--- src/rtl/pim_loader_pkg.sv ---
// Shared definitions for the PIM result loader: modes, FSM states, group count
// and the signed int8 saturation helper.
package pim_loader_pkg;

  localparam logic [2:0] PIM_READ     = 3'b011;
  localparam logic [2:0] PIM_PARALLEL = 3'b101;
  localparam logic [2:0] PIM_RBR      = 3'b110;

  localparam int GROUP_CNT = 32;

  typedef enum logic [1:0] {
    ST_IDLE  = 2'd0,
    ST_LOAD  = 2'd1,
    ST_DRAIN = 2'd2
  } state_e;

  // Clamp a signed 32-bit value into the int8 range -128..127.
  function automatic logic [7:0] sat_int8(input logic [31:0] value);
    logic signed [31:0] v;
    v = signed'(value);
    if (v > 32'sd127) begin
      return 8'h7F;
    end else if (v < -32'sd128) begin
      return 8'h80;
    end else begin
      return value[7:0];
    end
  endfunction

endpackage

--- src/rtl/pim_loader_fifo.sv ---
// Synchronous result FIFO with occupancy count and a registered head word
// (head reads as zero while the FIFO is empty).
module pim_loader_fifo #(
  parameter int FIFO_DEPTH = 8,
  parameter int WORD_W     = 32
) (
  input  logic                              clk,
  input  logic                              rst,
  input  logic                              push,
  input  logic [WORD_W-1:0]                 wr_data,
  input  logic                              pop,
  output logic [WORD_W-1:0]                 head,
  output logic [$clog2(FIFO_DEPTH):0]       count,
  output logic                              full,
  output logic                              empty
);

  localparam int AW = $clog2(FIFO_DEPTH);
  localparam logic [AW-1:0] PTR_ONE = AW'(1);
  localparam logic [AW:0]   CNT_ONE = (AW+1)'(1);
  localparam logic [AW:0]   CNT_ZERO = (AW+1)'(0);
  localparam logic [AW:0]   DEPTH_C = (AW+1)'(FIFO_DEPTH);

  logic [WORD_W-1:0] mem_r [FIFO_DEPTH];
  logic [AW-1:0]     wr_ptr_r;
  logic [AW-1:0]     rd_ptr_r;
  logic [AW-1:0]     rd_next_s;
  logic [AW:0]       count_r;
  logic [AW:0]       count_next_s;
  logic [WORD_W-1:0] head_r;
  logic [WORD_W-1:0] head_next_s;
  logic              push_ok_s;
  logic              pop_ok_s;

  assign push_ok_s = push && (count_r != DEPTH_C);
  assign pop_ok_s  = pop && (count_r != CNT_ZERO);

  // Next occupancy and next head; a push landing on the new read slot bypasses memory.
  always_comb begin
    count_next_s = count_r;
    rd_next_s    = rd_ptr_r;
    head_next_s  = {WORD_W{1'b0}};
    case ({push_ok_s, pop_ok_s})
      2'b10:   count_next_s = count_r + CNT_ONE;
      2'b01:   count_next_s = count_r - CNT_ONE;
      default: count_next_s = count_r;
    endcase
    if (pop_ok_s) begin
      rd_next_s = rd_ptr_r + PTR_ONE;
    end else begin
      rd_next_s = rd_ptr_r;
    end
    if (count_next_s == CNT_ZERO) begin
      head_next_s = {WORD_W{1'b0}};
    end else if (push_ok_s && (wr_ptr_r == rd_next_s)) begin
      head_next_s = wr_data;
    end else begin
      head_next_s = mem_r[rd_next_s];
    end
  end

  // Storage array write port.
  always_ff @(posedge clk) begin
    if (push_ok_s) begin
      mem_r[wr_ptr_r] <= wr_data;
    end
  end

  // Pointers, occupancy and head register.
  always_ff @(posedge clk or posedge rst) begin
    if (rst) begin
      wr_ptr_r <= {AW{1'b0}};
      rd_ptr_r <= {AW{1'b0}};
      count_r  <= CNT_ZERO;
      head_r   <= {WORD_W{1'b0}};
    end else begin
      if (push_ok_s) begin
        wr_ptr_r <= wr_ptr_r + PTR_ONE;
      end
      rd_ptr_r <= rd_next_s;
      count_r  <= count_next_s;
      head_r   <= head_next_s;
    end
  end

  assign head  = head_r;
  assign count = count_r;
  assign full  = (count_r == DEPTH_C);
  assign empty = (count_r == CNT_ZERO);

endmodule

--- src/rtl/pim_result_loader.sv ---
// Sequences the PIM output-buffer load interface and queues returned words for
// the bus. Define PIM_LOADER_PACK8_EN to pack four saturated int8 values per word.
module pim_result_loader #(
  parameter int FIFO_DEPTH = 8,
  parameter int WORD_W     = 32
) (
  input  logic              clk_i,
  input  logic              rst_i,
  input  logic              start_i,
  input  logic [2:0]        before_load_mode_i,
  output logic              load_en_o,
  output logic [4:0]        load_cnt_o,
  input  logic [WORD_W-1:0] buf_data_i,
  output logic              rd_valid_o,
  output logic [WORD_W-1:0] rd_data_o,
  input  logic              rd_ready_i,
  output logic              busy_o,
  output logic              done_o,
  output logic              err_o
);

  import pim_loader_pkg::*;

  localparam int CW = $clog2(FIFO_DEPTH) + 1;
  localparam logic [CW-1:0] CNT_ZERO = CW'(0);
  localparam logic [CW-1:0] CNT_ONE  = CW'(1);
  localparam logic [5:0]    REM_ALL  = 6'(GROUP_CNT);

  state_e            state_r;
  logic [5:0]        remaining_r;
  logic [4:0]        load_cnt_r;
  logic              done_r;
  logic              err_r;
  logic [CW-1:0]     fifo_count_s;
  logic              fifo_full_s;
  logic              fifo_empty_s;
  logic              load_en_s;
  logic              push_s;
  logic              pop_s;
  logic              last_load_s;
  logic              drain_done_s;
  logic [WORD_W-1:0] push_data_s;

  assign last_load_s  = (remaining_r == 6'd1);
  assign pop_s        = rd_ready_i && !fifo_empty_s;
  // The drain completes on the edge where the FIFO becomes (or already is) empty.
  assign drain_done_s = (fifo_count_s == CNT_ZERO) ||
                        ((fifo_count_s == CNT_ONE) && pop_s);

`ifdef PIM_LOADER_PACK8_EN
  logic [1:0]  pack_idx_r;
  logic [31:0] pack_r;
  logic [7:0]  sat_s;
  logic        completes_s;

  // Room is only needed on the load that finishes a packed word.
  always_comb begin
    sat_s       = sat_int8(buf_data_i);
    completes_s = (pack_idx_r == 2'd3) || last_load_s;
    load_en_s   = (state_r == ST_LOAD) && (!fifo_full_s || !completes_s);
    push_s      = load_en_s && completes_s;
    push_data_s = pack_r | ({24'd0, sat_s} << {pack_idx_r, 3'b000});
  end

  // Accumulates int8 lanes until a word is complete.
  always_ff @(posedge clk_i or posedge rst_i) begin
    if (rst_i) begin
      pack_idx_r <= 2'd0;
      pack_r     <= 32'd0;
    end else if (load_en_s) begin
      if (completes_s) begin
        pack_idx_r <= 2'd0;
        pack_r     <= 32'd0;
      end else begin
        pack_idx_r <= pack_idx_r + 2'd1;
        pack_r     <= push_data_s;
      end
    end
  end
`else
  // Raw mode: every load pushes the buffer word unchanged.
  always_comb begin
    load_en_s   = (state_r == ST_LOAD) && !fifo_full_s;
    push_s      = load_en_s;
    push_data_s = buf_data_i;
  end
`endif

  // Control FSM: accepts starts, counts loads, and waits for the FIFO to drain.
  always_ff @(posedge clk_i or posedge rst_i) begin
    if (rst_i) begin
      state_r     <= ST_IDLE;
      remaining_r <= 6'd0;
      load_cnt_r  <= 5'd31;
      done_r      <= 1'b0;
      err_r       <= 1'b0;
    end else begin
      done_r <= 1'b0;
      err_r  <= 1'b0;
      case (state_r)
        ST_IDLE: begin
          if (start_i) begin
            if (before_load_mode_i == PIM_READ) begin
              remaining_r <= 6'd1;
              load_cnt_r  <= 5'd31;
              state_r     <= ST_LOAD;
            end else if ((before_load_mode_i == PIM_PARALLEL) ||
                         (before_load_mode_i == PIM_RBR)) begin
              remaining_r <= REM_ALL;
              load_cnt_r  <= 5'd31;
              state_r     <= ST_LOAD;
            end else begin
              err_r <= 1'b1;
            end
          end
        end
        ST_LOAD: begin
          if (load_en_s) begin
            remaining_r <= remaining_r - 6'd1;
            load_cnt_r  <= load_cnt_r - 5'd1;
            if (last_load_s) begin
              state_r <= ST_DRAIN;
            end
          end
        end
        ST_DRAIN: begin
          if (drain_done_s) begin
            done_r  <= 1'b1;
            state_r <= ST_IDLE;
          end
        end
        default: state_r <= ST_IDLE;
      endcase
    end
  end

  pim_loader_fifo #(
    .FIFO_DEPTH (FIFO_DEPTH),
    .WORD_W     (WORD_W)
  ) u_fifo (
    .clk     (clk_i),
    .rst     (rst_i),
    .push    (push_s),
    .wr_data (push_data_s),
    .pop     (pop_s),
    .head    (rd_data_o),
    .count   (fifo_count_s),
    .full    (fifo_full_s),
    .empty   (fifo_empty_s)
  );

  assign load_en_o  = load_en_s;
  assign load_cnt_o = load_cnt_r;
  assign rd_valid_o = !fifo_empty_s;
  assign busy_o     = (state_r != ST_IDLE);
  assign done_o     = done_r;
  assign err_o      = err_r;

endmodule
--- config.mk ---
export PLATFORM = sky130hd
export DESIGN_NAME = pim_result_loader
export DESIGN_NICKNAME = d
export VERILOG_FILES = /design/src/rtl/pim_loader_pkg.sv /design/src/rtl/pim_loader_fifo.sv /design/src/rtl/pim_result_loader.sv
export SDC_FILE = /design/constraint.sdc
export NUM_CORES = 1
export LEC_CHECK = 0
export CORE_MARGIN = 4
export CORE_UTILIZATION = 55
export CTS_BUF_LIST = sky130_fd_sc_hd__clkbuf_4 sky130_fd_sc_hd__clkbuf_8
export DETAILED_ROUTE_END_ITERATION = 7
export PLACE_DENSITY_LB_ADDON = 0.08
export SYNTH_ARGS = -nofsm -noshare
export SYNTH_HDL_FRONTEND = slang
export SYNTH_SLANG_ARGS = --single-unit
export TNS_END_PERCENT = 5
--- constraint.sdc ---
create_clock -name clk_i -period 5.5 [get_ports clk_i]
set_input_delay 0.55 -clock clk_i [delete_from_list [all_inputs] [get_ports clk_i]]
set_output_delay 0.55 -clock clk_i [all_outputs]
set_load 0.05 [all_outputs]
# Word-level counts from Yosys, hierarchy flattened
# Memories as Yosys holds them, arrays and structs flattened.
# Index checks and enable logic that the tools add are counted.
# W data, S select, Z words.
dict set report totals {
  ram_bits 256
  register_bits 57
  n_memories 1
  word_cells 80
  in_bits 39
  out_inout_bits 42
}
# name words width rd rd_ports_with_merged_regs write_ports line
set memory_table {}
lappend memory_table {u_fifo.mem_r 8 32 1 0 1 pim_loader_fifo.sv:24} ;# logic [WORD_W-1:0] mem_r [FIFO_DEPTH];
dict set report op_classes {
  eq_ne 17
  add_sub_neg 6
  n_mux 29
  reduce_logical 18
}
# cell n
set ops {}
lappend ops {{$mux W32} 2}
lappend ops {{$mux W6} 4}
lappend ops {{$mux W5} 4}
lappend ops {{$mux W2} 6}
lappend ops {{$pmux W6 S2} 1}
lappend ops {{$pmux W5 S2} 1}
lappend ops {{$logic_not A4 Y1} 2}
lappend ops {{$mux W1} 8}
lappend ops {{$pmux W4 S2} 1}
lappend ops {{$add A3 B1 Y3 const B} 2}
lappend ops {{$eq A3 B3 Y1 const B} 2}
lappend ops {{$eq A6 B1 Y1 const B} 1}
lappend ops {{$logic_and A1 B1 Y1} 6}
lappend ops {{$ne A2 B2 Y1 const B} 3}
lappend ops {{$pmux W2 S3} 1}
lappend ops {{$sub A6 B1 Y6 const B} 1}
lappend ops {{$reduce_and A5 Y1} 1}
lappend ops {{$sub A5 B1 Y5 const B} 1}
lappend ops {{$add A4 B1 Y4 const B} 1}
lappend ops {{$eq A2 B1 Y1 const B} 2}
lappend ops {{$eq A2 B2 Y1 const B} 2}
lappend ops {{$eq A4 B1 Y1 const B} 1}
lappend ops {{$eq A4 B4 Y1 const B} 1}
lappend ops {{$ne A4 B4 Y1 const B} 1}
lappend ops {{12 further kinds} 15}

# Longest topological paths before layout
# Gate-level depths: netlist (run 1).
dict set report depth {
  ltp_word 9
  ltp_mapped 15
  depth_no_buf 11
}

# Hierarchy
# A second synthesis (run 1) with hierarchy kept.
dict set report hier_totals {
  hier_cells 1085
  area_unflattened_um2 15193.3
}
# mod cells_per_inst area_each_um2 seq_area_each_um2 instances
set modules_own_cells {}
lappend modules_own_cells {pim_loader_fifo 994 14326.2 8738.4 1}
lappend modules_own_cells {pim_result_loader 91 867.1 381.6 1}

# Worst setup path before layout (run 1)
# Ideal clock, no wire load.
dict set report synth_path {
  kind {register -> register}
  startpoint {reg u_fifo.count_r[0], in the netlist u_fifo.count[0]}
  endpoint {mem u_fifo.mem_r[0][0] (enable)}
  stages_incl_launch_ff 7
  slack_ns 0.632
  t_arrival_ns 4.366
  period_less_slack_ns 4.868
  path_buffers 1
  setup_time_ns 0.502
  required_time_ns 4.998
  cell_sequence {dfrtp_1 clkbuf_1 inv_1 ha_1 nand3b_1 nand2_1 nor4_1}
}
dict set report synth_via {
  elab_chain_len 6
  elab_cells_between_ends 7
  classes_between {eq/ne (2); mux (2); reduce/logical (3)}
}
# item line
set synth_lines {}
lappend synth_lines {{from (decl)} pim_loader_fifo.sv:28} ;# logic [AW:0] count_r;
lappend synth_lines {{from (signal assigned)} pim_loader_fifo.sv:81} ;# count_r <= count_next_s;
lappend synth_lines {{$eq A4 B4 Y1} pim_loader_fifo.sv:88} ;# assign full = (count_r == DEPTH_C);
lappend synth_lines {{$logic_not A1 Y1} pim_result_loader.sv:83} ;# load_en_s = (state_r == ST_LOAD) && !fifo_full_s;
lappend synth_lines {{$logic_and A1 B1 Y1} pim_result_loader.sv:83}
lappend synth_lines {{$logic_and A1 B1 Y1 *} pim_loader_fifo.sv:35} ;# assign push_ok_s = push && (count_r != DEPTH_C);
lappend synth_lines {{$mux W1 *} pim_loader_fifo.sv:64} ;# if (push_ok_s) begin
lappend synth_lines {{$mux W1 (not written as such) *} pim_loader_fifo.sv:65} ;# mem_r[wr_ptr_r] <= wr_data;
lappend synth_lines {{to (decl)} pim_loader_fifo.sv:24}
# Every way passes the cells marked *; elsewhere a longest branch is shown, timed or not.

# Worst setup path after layout (run 1)
dict set report layout_path {
  startpoint {reg u_fifo.count_r[0], in the netlist u_fifo.count[0]}
  endpoint {out load_en_o}
}
dict set report layout_via {
  elab_chain_len 3
}
# item line
set layout_lines {}
lappend layout_lines {{$eq A4 B4 Y1} pim_loader_fifo.sv:88}
lappend layout_lines {{$logic_not A1 Y1} pim_result_loader.sv:83}
lappend layout_lines {{$logic_and A1 B1 Y1} pim_result_loader.sv:83}
lappend layout_lines {{to (decl)} pim_result_loader.sv:11} ;# output logic load_en_o,
# No other way between the ends.

==> summary.txt, run 1 <==
Worst setup path
  – Worst stage delay on the critical path: 0.88 ns
  – CP Launch Type: flop
  – Kind of end point of the critical path: primary output
  – WS Path Type: reg2out
  – Crit path arrival time: 3.39 ns
  – Worst-path cell chain: inv_1, ha_1, nand3b_1, nand2_1, inv_1, clkdlybuf4s50_1
  – Critical-path top delay cell: clkdlybuf4s50_1
  – Crit path max fanout: 11
  – Crit path top cell by count: inv_1
  – CP required: 4.95 ns

Clock network
  – Root Buffer: clkbuf_8
  – Worst skew pair latency: 0.55 ns
  – Post-CTS Hold Buffers: 0
  – Worst-path clk slew: 0.06 ns
  – Cts repair resizes: 0
  – H-tree depth: 2
  – Number of CTS-inserted buffers: 49
  – CTS tree: yes
  – CTS Sinks: 313
  – CTS Buffer Depth: 3
  – Post-CTS Setup Repair Bufs: 0

Layout
  – Multi-input combinational cell area: ~3500 sq um
  – Filler cell count: 1623
  – Ant. Diodes: 0
  – Fin nets: 887
  – Share of layout cells above drive strength 1: a little over a fifth
  – FF/Latch Area: around 9100 sq um
  – Fin cells: 1192
  – Area Overhead vs Synth: 17.0%

Floorplanning
  – Cell Rows: 55
  – Die ar.: about 26000 sq um
  – Vert. Die Dim: ~160 um
  – Core area: 22800 sq um
  – Die width: 161 um
  – Top-Level Pins: roughly 80
  – Initial Util: 56.3%

Detailed routing
  – 1st-iter DRT viols: 432
  – DR pass1 iterations: 4
  – Vias per Instance: 5.68
  – Wire length per cell: 21.6 um
  – Routed Antenna Nets: 0
  – Post-route DRC: 0
  – Vias: 6773
  – Aggregate routed wire length: 25.7 mm

Timing
  – Slew Limit Fails: 0
  – Period Utilization, post-route: 71.7%
  – Max transition margin: ~17%
  – Final Hold Viols: 0
  – Max Fclk: 254 MHz
  – Worst-Margin Slew: between 1 and 1.5 ns
  – # setup viols final: 0
  – Clk_skew: 0.0145 ns
  – RSZ-0062 raised after global routing: no
  – Post-Route Setup TNS: 0 ns
  – Period minus WS final: 3.94 ns

Pwr
  – Pwr dens: 668 nW/um^2
  – Peak VDD IR: 0.437 mV
  – Leak: 5.53 nW

Synthesis
  – Synth area leaders: edfxtp_1 60%, dfrtp_1 10%, mux2i_1 10%
  – Part of the Yosys area used for sequential elements: 71.0%
  – Ys flop type: edfxtp_1
  – Synth area leader: edfxtp_1
  – Synth unique cells: 52
  – Number of synthesized flops with an enable pin: 256
  – Yosys top cell area share: 59.8%
  – Avg Inst Size Synth: approximately 18 sq um
  – Gate Count Post-Synth: 725
  – Ys async rst share: 18.2%
  – Synth Net Count: 774
  – Synth Warn #: 0
  – Post-synthesis register bit count: 313
  – Cell Area, Synth: 12900 sq um

Placement
  – Gpl congestion: 0.790
  – Placed cell count: 1100
  – HPWL Detailed: 14.2 mm
  – # port buffers: 80

Global route
  – Overflow after GRT: 0
  – Initial antenna violation count: 0
  – GRT Util Overall: 20.0%
  – Largest net degree at the start of global routing: 58
  – Vias in the first global route: between 7000 and 8000
  – First-pass GRT wire length: around 40 mm

Status
  – Status: completed

Hold path
  – Worst Hold Class: reg2reg

Flow run
  – Max-Cap Viols: 0
placed cells by master (no fill, tap or decap), drive strengths merged, types with 2 or more instances in the layout:
| cell | instances |
|---|---|
| nor4 | 4 |
| nor2 | 44 |
| buf | 20 |
| nand2 | 21 |
| edfxtp | 256 |
| nand2b | 5 |
| clkbuf | 76 |
| clkinv | 14 |
| mux2i | 129 |
| inv | 15 |
| xor2 | 4 |
| dfrtp | 52 |
| a22oi | 2 |
| o21ai | 5 |
| a311oi | 2 |
| mux4 | 31 |
| nand3b | 2 |
| a21oi | 9 |
| a21o | 4 |
| a211oi | 33 |
| clkdlybuf4s50 | 80 |
| nor4bb | 3 |
| ha | 10 |
| o22ai | 3 |
| nor3 | 9 |
| a31oi | 2 |
| nand4b | 2 |
| mux2 | 2 |
| nand3 | 5 |
| xnor2 | 7 |
| dfstp | 5 |
| nor2b | 7 |
layout make-up:
type                            instances  area share [%]
Clock buffer                           76            6.16
Clock inverter                         16           0.641
Inverter                               15           0.391
Multi-Input combinational cell        359            23.2
Sequential cell                       313            60.6
Tap cell                              313            2.60
Timing Repair Buffer                  100            6.32
layer usage:
layer	up-vias	global-route usage [%]	wire length [um]
met5	-	0	0
met4	0	6.71	582
met3	45	4.11	1360
met2	183	32.3	12400
met1	3485	27.6	11300
li1	3060	-	-
stage by stage:
step                      total power (W)  hold WS (ns)  instance area, sq um  setup slack [ns]  util [%]
after floorplan                   0.00706         0.506                 12900             0.632         -
after global placement            0.00805         0.495                 14000              1.72      61.3
after detailed placement          0.00817         0.503                 14000              1.63      61.3
after CTS                          0.0102         0.513                 15000              1.55      65.8
after global routing               0.0106         0.544                 15000              1.33      65.8
final                              0.0101         0.519                 15000              1.56      65.8
critical path, delay by kind of cell (launching register included):
kind | cells | cell delay, ns
simple gates | 2 | 0.55
flops | 1 | 0.54
fa+ha+maj | 1 | 0.30
buf+inv | 3 | 1.45
registers in the layout, summed over array words and instances, names as in the netlist:
name             cells
u_fifo.mem_r       256
u_fifo.head         32
remaining_r          6
load_cnt_o           5
u_fifo.count         4
u_fifo.rd_ptr_r      3
u_fifo.wr_ptr_r      3
state_r              2
done_o               1
err_o                1
Yosys cell counts, types with 4 or more instances:
cell type,count
a21o_1,4
clkbuf_1,11
mux2i_1,129
mux4_2,31
buf_2,12
ha_1,10
a211oi_2,31
a21oi_1,9
nor2b_1,7
nor3_1,9
buf_6,9
nand2_1,21
nor2_1,44
nor4_1,4
nand3_1,5
dfrtp_1,52
inv_1,13
o21ai_0,5
xnor2_1,7
nand2b_1,5
edfxtp_1,256
dfstp_2,5
cells by family after synthesis:
kind of cell / share of synthesized area (%)
AOI/OAI and AO/OA: 5.05
buffers and inverters: 2.28
adders and majority gates: 0.974
muxes: 15.7
and+or+nand+nor: 4.27
DFF: 71.0
xor gates and xnor gates: 0.808
path summary, 6_finish.rpt:
kind	endpoint	slack, ns	from	depth (start not counted)
max	load_en_o	1.56	u_fifo.count[0]	6
min	load_cnt_o[0]	0.52	load_cnt_o[0]	2
max reg2reg	u_fifo.head[4]	1.61	u_fifo.count[0]	12
min reg2reg	load_cnt_o[0]	0.52	load_cnt_o[0]	2
max in group asynchronous	u_fifo.head[14]	4.30	rst_i	3
min in group asynchronous	remaining_r[2]	0.60	rst_i	3
report_power, final:
| group | internal (W) | leakage, nW | switching, W |
|---|---|---|---|
| Sequential | 0.00326 | 3.02 | 0.000244 |
| Combinational | 0.00184 | 1.96 | 0.00272 |
| Clock | 0.00112 | 0.545 | 0.000857 |
No activity file was read; power rests on OpenSTA's default activity.
==> run 2, diff against run 1 <==
==> constraint.sdc (replaced) <==
create_clock -name clk_i -period 3.4 [get_ports clk_i]
set_input_delay 0.34 -clock clk_i [delete_from_list [all_inputs] [get_ports clk_i]]
set_output_delay 0.34 -clock clk_i [all_outputs]
set_load 0.05 [all_outputs]
==> summary.txt, run 2 (synthesis gave the netlist of run 1 again) <==
Status
  – Status: completed

Pwr
  – Peak VDD IR: 0.938 mV
  – Seq pwr share: 33.6%
  – Psw: 0.00641 W
  – Combinational power share: 46.5%
  – Sw frac: about 38%
  – Leak: between 5 and 6 nW
  – Clk network pwr share: 19.9%
  – Internal: ~0.011 W
  – Pwr dens: approximately 1100 nW/um^2

Detailed routing
  – Vias: ~6700
  – 1st-iter DRT viols: 443
  – Post-route DRC: 0
  – Vias per Instance: 5.60
  – Wire length per cell: about 22 um
  – DR pass1 iterations: 4
  – Aggregate routed wire length: 26.6 mm
  – Routed Antenna Nets: 0

Placement
  – HPWL Detailed: around 15 mm
  – Placed cell count: 1107
  – Gpl congestion: 0.793
  – # port buffers: 80

Layout
  – Most frequent cells in the layout: 256 x edfxtp_1, 129 x mux2i_1, 80 x clkdlybuf4s50_1
  – Ant. Diodes: 0
  – Area Overhead vs Synth: 18.9%
  – Fin cells: 1200
  – Biggest register: u_fifo.mem_r
  – Fin nets: roughly 900
  – Number of flip-flops in the largest register: between 200 and 300
  – Commonest non-fill, non-tap cell in the layout: edfxtp_1
  – Share of layout cells above drive strength 1: 22.5%

Timing
  – Max Fclk: 314 MHz
  – Post-Route Setup TNS: 0 ns
  – # setup viols final: 0
  – Worst-Margin Slew: 0.593 ns
  – Clk_skew: around 0.023 ns
  – Final Hold Viols: 0
  – Period Utilization, post-route: 93.5%
  – Max transition margin: 60.4%
  – RSZ-0062 raised after global routing: no
  – Period minus WS final: 3.18 ns
  – Slew Limit Fails: 0

Floorplanning
  – Core area: 22800 sq um
  – Initial Util: between 50 and 60%
  – Cell Rows: 55
  – Die ar.: 25900 sq um
  – Die width: ~160 um
  – Top-Level Pins: 81
  – Vert. Die Dim: 161 um

Clock network
  – Number of CTS-inserted buffers: 50
  – CTS Sinks: 313
  – CTS Buffer Depth: 3
  – Worst skew pair latency: 0.56 ns
  – Root Buffer: clkbuf_8
  – Worst-path clk slew: ~0.06 ns
  – CTS tree: yes
  – H-tree depth: 2

Worst setup path
  – Crit path arrival time: 3.59 ns
  – Worst-path cell chain: inv_1, ha_2, or3b_1, and2_1, ha_1, nor4b_1, a211oi_1, a311oi_1, a21o_1, nor3_4, buf_4, buf_12, a211oi_2
  – WS Path Type: reg2reg
  – Crit path max fanout: 16
  – Kind of end point of the critical path: flop
  – CP Buf/Inv Count: 3
  – CP Launch Type: flop
  – CP required: 3.81 ns
  – Worst stage delay on the critical path: 0.42 ns
  – Critical-path top delay cell: dfrtp_1
  – Cell family with most CP delay: simple AND/OR/NAND/NOR gates

Global route
  – Overflow after GRT: 0
  – Initial antenna violation count: 1
  – First-pass GRT wire length: 41.8 mm
  – Largest net degree at the start of global routing: 73
  – GRT Util Overall: 20.9%
  – Vias in the first global route: about 7400

Hold path
  – Worst Hold Class: in2reg

Flow run
  – Max-Cap Viols: 0
run 2: cell count changes in the layout (fill, tap and decap cells not counted), sizes merged:
cell         change
dlygate4sd3      +1
clkinvlp         -1
inv              +2
bufinv           +3
clkbuf           -6
buf              +9
run 2: worst reg2reg max path, delay by kind of cell (launching register included):
kind            cells  cell delay [ns]
fa+ha+maj           2             0.51
buf+inv             3             0.52
compound gates      4             0.63
simple gates        4             0.97
flops               1             0.42
run 2: final timing paths:
path	slack, ns	end	start	cells past startpoint
setup reg to reg	0.22	u_fifo.head[23]	u_fifo.count[1]	13
setup / recovery	0.22	u_fifo.head[23]	u_fifo.count[1]	13
hold / removal	0.44	err_o	start_i	3
max in group asynchronous	2.08	u_fifo.head[27]	rst_i	4
min in group asynchronous	0.57	u_fifo.head[14]	rst_i	3
hold reg to reg	0.51	load_cnt_o[4]	load_cnt_o[4]	2
run 2: area by class of cell:
type / instances / area, sq um
multi-input cells: 359 / 3520
well taps: 313 / 392
clock inverters: 20 / 203
repair buffers: 111 / 1130
flip-flops and latches: 313 / 9120
fillers: 1593 / 7560
clock buffers: 69 / 862
inverters: 15 / 58.8
run 2: metal layers:
layer | GRT usage (%) | part of all wire [%] | vias up
met3 | 3.87 | 5.6 | 39
met1 | 27.7 | 41 | 3423
met2 | 36.0 | 52 | 175
li1 | - | - | 3077
met5 | 0 | 0.026 | -
met4 | 5.47 | 1.6 | 2
run 2: timing repair:
action / CTS / global route
resized for setup: 0 / 5
setup buffers: 0 / 2
hold buffers: 1 / 0
endpoints found under the setup margin: 0 / 20
hold endpoints to repair: 1 / 0
run 2: power groups by stage:
stage	Combinational (W)	Sequential [W]	Clock (W)
final	0.00789	0.00569	0.00337
after global routing	0.00850	0.00579	0.00367
after CTS	0.00776	0.00570	0.00346
after detailed placement	0.00774	0.00577	0
after global placement	0.00754	0.00570	0
after floorplan	0.00505	0.00637	0
run 2: stage by stage:
step                      util, %  power (W)  setup slack (ns)  instance area (sq um)  hold slack, ns
final                        66.9     0.0170             0.220                  15300           0.445
after global routing         66.9     0.0180            0.0377                  15300           0.431
after CTS                    66.7     0.0169             0.214                  15200           0.403
after detailed placement     62.0     0.0135             0.235                  14200           0.507
after global placement       62.0     0.0132             0.438                  14200           0.495
after floorplan                 -     0.0114            -0.622                  12900           0.439
==> run 3, diff against run 2 <==
--- a/config.mk
+++ b/config.mk
@@ -6,7 +6,7 @@
 export NUM_CORES = 1
 export LEC_CHECK = 0
 export CORE_MARGIN = 4
-export CORE_UTILIZATION = 55
+export CORE_UTILIZATION = 35
 export CTS_BUF_LIST = sky130_fd_sc_hd__clkbuf_4 sky130_fd_sc_hd__clkbuf_8
 export DETAILED_ROUTE_END_ITERATION = 7
 export PLACE_DENSITY_LB_ADDON = 0.08
==> summary.txt, run 3 (synthesis gave the netlist of run 1 again) <==
Floorplanning
  – Vert. Die Dim: 200 um
  – Die width: ~200 um
  – Die ar.: 39900 sq um
  – Initial Util: a little over a third
  – Core area: 35900 sq um
  – Cell Rows: 69
  – Top-Level Pins: 81

Timing
  – # setup viols final: 0
  – Period Utilization, post-route: between 90% and 100%
  – Slew Limit Fails: 0
  – Worst-Margin Slew: about 0.62 ns
  – Max Fclk: between 300 and 400 MHz
  – Setup WS post-layout: 0.208 ns
  – RSZ-0062 raised after global routing: no
  – Post-Route Setup TNS: 0 ns
  – Clk_skew: 0.0252 ns
  – Max transition margin: between 50% and 60%
  – Final Hold Viols: 0
  – Period minus WS final: 3.19 ns

Pwr
  – Leak: 5.70 nW
  – Peak VDD IR: 0.751 mV
  – Pwr dens: 1100 nW/um^2

Layout
  – Area Overhead vs Synth: 20.9%
  – Number of flip-flops in the largest register: 256
  – Fin nets: between 900 and 1000
  – Share of layout cells above drive strength 1: around a quarter
  – Ant. Diodes: 0
  – Multi-input combinational cell area: 3510 sq um
  – Core Util, Final: 43.3%
  – Commonest non-fill, non-tap cell in the layout: edfxtp_1
  – Most frequent cells in the layout: 256 x edfxtp_1, 129 x mux2i_1, 80 x clkdlybuf4s50_1
  – Design Area, Final: 15500 sq um
  – FF/Latch Area: 9120 sq um
  – Filler cell count: 3212
  – Biggest register: u_fifo.mem_r

Placement
  – HPWL Detailed: 16.3 mm
  – Dpl cell area: roughly 14000 sq um
  – Gpl congestion: between 0.7 and 0.8
  – Post-Place Worst Slack: between 0.2 and 0.25 ns
  – # port buffers: 80

Clock network
  – Cts repair resizes: 0
  – Number of CTS-inserted buffers: 54
  – Worst skew pair latency: 0.60 ns
  – CTS Sinks: 313
  – Worst-path clk slew: 0.06 ns
  – Post-CTS Hold Buffers: 0
  – Post-CTS Setup Repair Bufs: 0
  – Root Buffer: clkbuf_8
  – H-tree depth: 2
  – CTS Buffer Depth: 3
  – CTS tree: yes

Detailed routing
  – 1st-iter DRT viols: 318
  – Wire length per cell: 21.0 um
  – DR pass1 iterations: 4
  – Vias: 6784
  – Post-route DRC: 0
  – Routed Antenna Nets: 0
  – Aggregate routed wire length: 28.5 mm
  – Vias per Instance: roughly 5

Worst setup path
  – WS Path Type: reg2reg
  – R2R Setup Slk: 0.21 ns
  – Crit path arrival time: 3.64 ns
  – Kind of end point of the critical path: flop
  – Crit path max fanout: 32
  – CP required: roughly 3.8 ns
  – CP Launch Type: flop

Flow run
  – Max-Cap Viols: 0

Hold path
  – Worst Hold Class: in2async

Global route
  – Largest net degree at the start of global routing: 68
  – Overflow after GRT: 0
  – Initial antenna violation count: 0
  – Vias in the first global route: 7434
  – GRT Util Overall: about 15%
  – First-pass GRT wire length: 44.0 mm

Status
  – Status: completed
## run 3: cell types whose count changed in the layout (fill, tap and decap cells not counted), sizes merged
cell	delta
clkbuf	+18
clkinv	-6
buf	+4
bufinv	-2
dlygate4sd3	-1
inv	-1
## run 3: through the flow
stage / cells / total power (W) / hold slack [ns]
6_report: 1360 / 0.0170 / 0.170
5_1_grt: 1360 / 0.0181 / 0.192
4_1_cts: 1360 / 0.0174 / 0.125
3_5_place_dp: 1261 / 0.0138 / 0.503
3_3_place_gp: 1261 / 0.0136 / 0.497
2_1_floorplan: 725 / 0.0114 / 0.439
## run 3: cell type report
type	instances	share of cell area [%]
clock buffers	88	6.67
multi-input cells	359	22.6
flip-flops and latches	313	58.7
repair buffers	113	7.31
well taps	461	3.71
clock inverters	11	0.676
inverters	15	0.378
## run 3: worst paths after layout
check	from	end	depth (start not counted)
min reg2reg	load_cnt_o[0]	load_cnt_o[0]	2
max in group asynchronous	rst_i	load_cnt_o[1]	3
max	u_fifo.count[1]	u_fifo.head[16]	12
min	rst_i	u_fifo.head[12]	2
min in group clk_i	start_i	err_o	3
max reg2reg	u_fifo.count[1]	u_fifo.head[16]	12
## run 3: report_power, final
part           total (W)  internal, W  switching [W]
Sequential       0.00567      0.00528       0.000385
Combinational    0.00785      0.00324        0.00462
Clock            0.00353      0.00207        0.00146
## run 3: per-layer routing
metal	part of all wire (%)	wire [um]	global-route usage, %
met1	43	12400	18.8
met3	4.3	1240	3.14
met5	0	0	0
met2	50	14300	24.9
met4	2.3	645	4.98
## run 3: critical path: stages (launching register included)
cell and delay [ns]:
dfrtp_1 0.42, inv_1 0.12, ha_1 0.17, or3b_1 0.49, and2_1 0.23, ha_1 0.25, nor4b_1 0.18, a211oi_1 0.27
a311oi_1 0.09, a21o_1 0.19, nor3_2 0.24, buf_12 0.31, a211oi_2 0.07
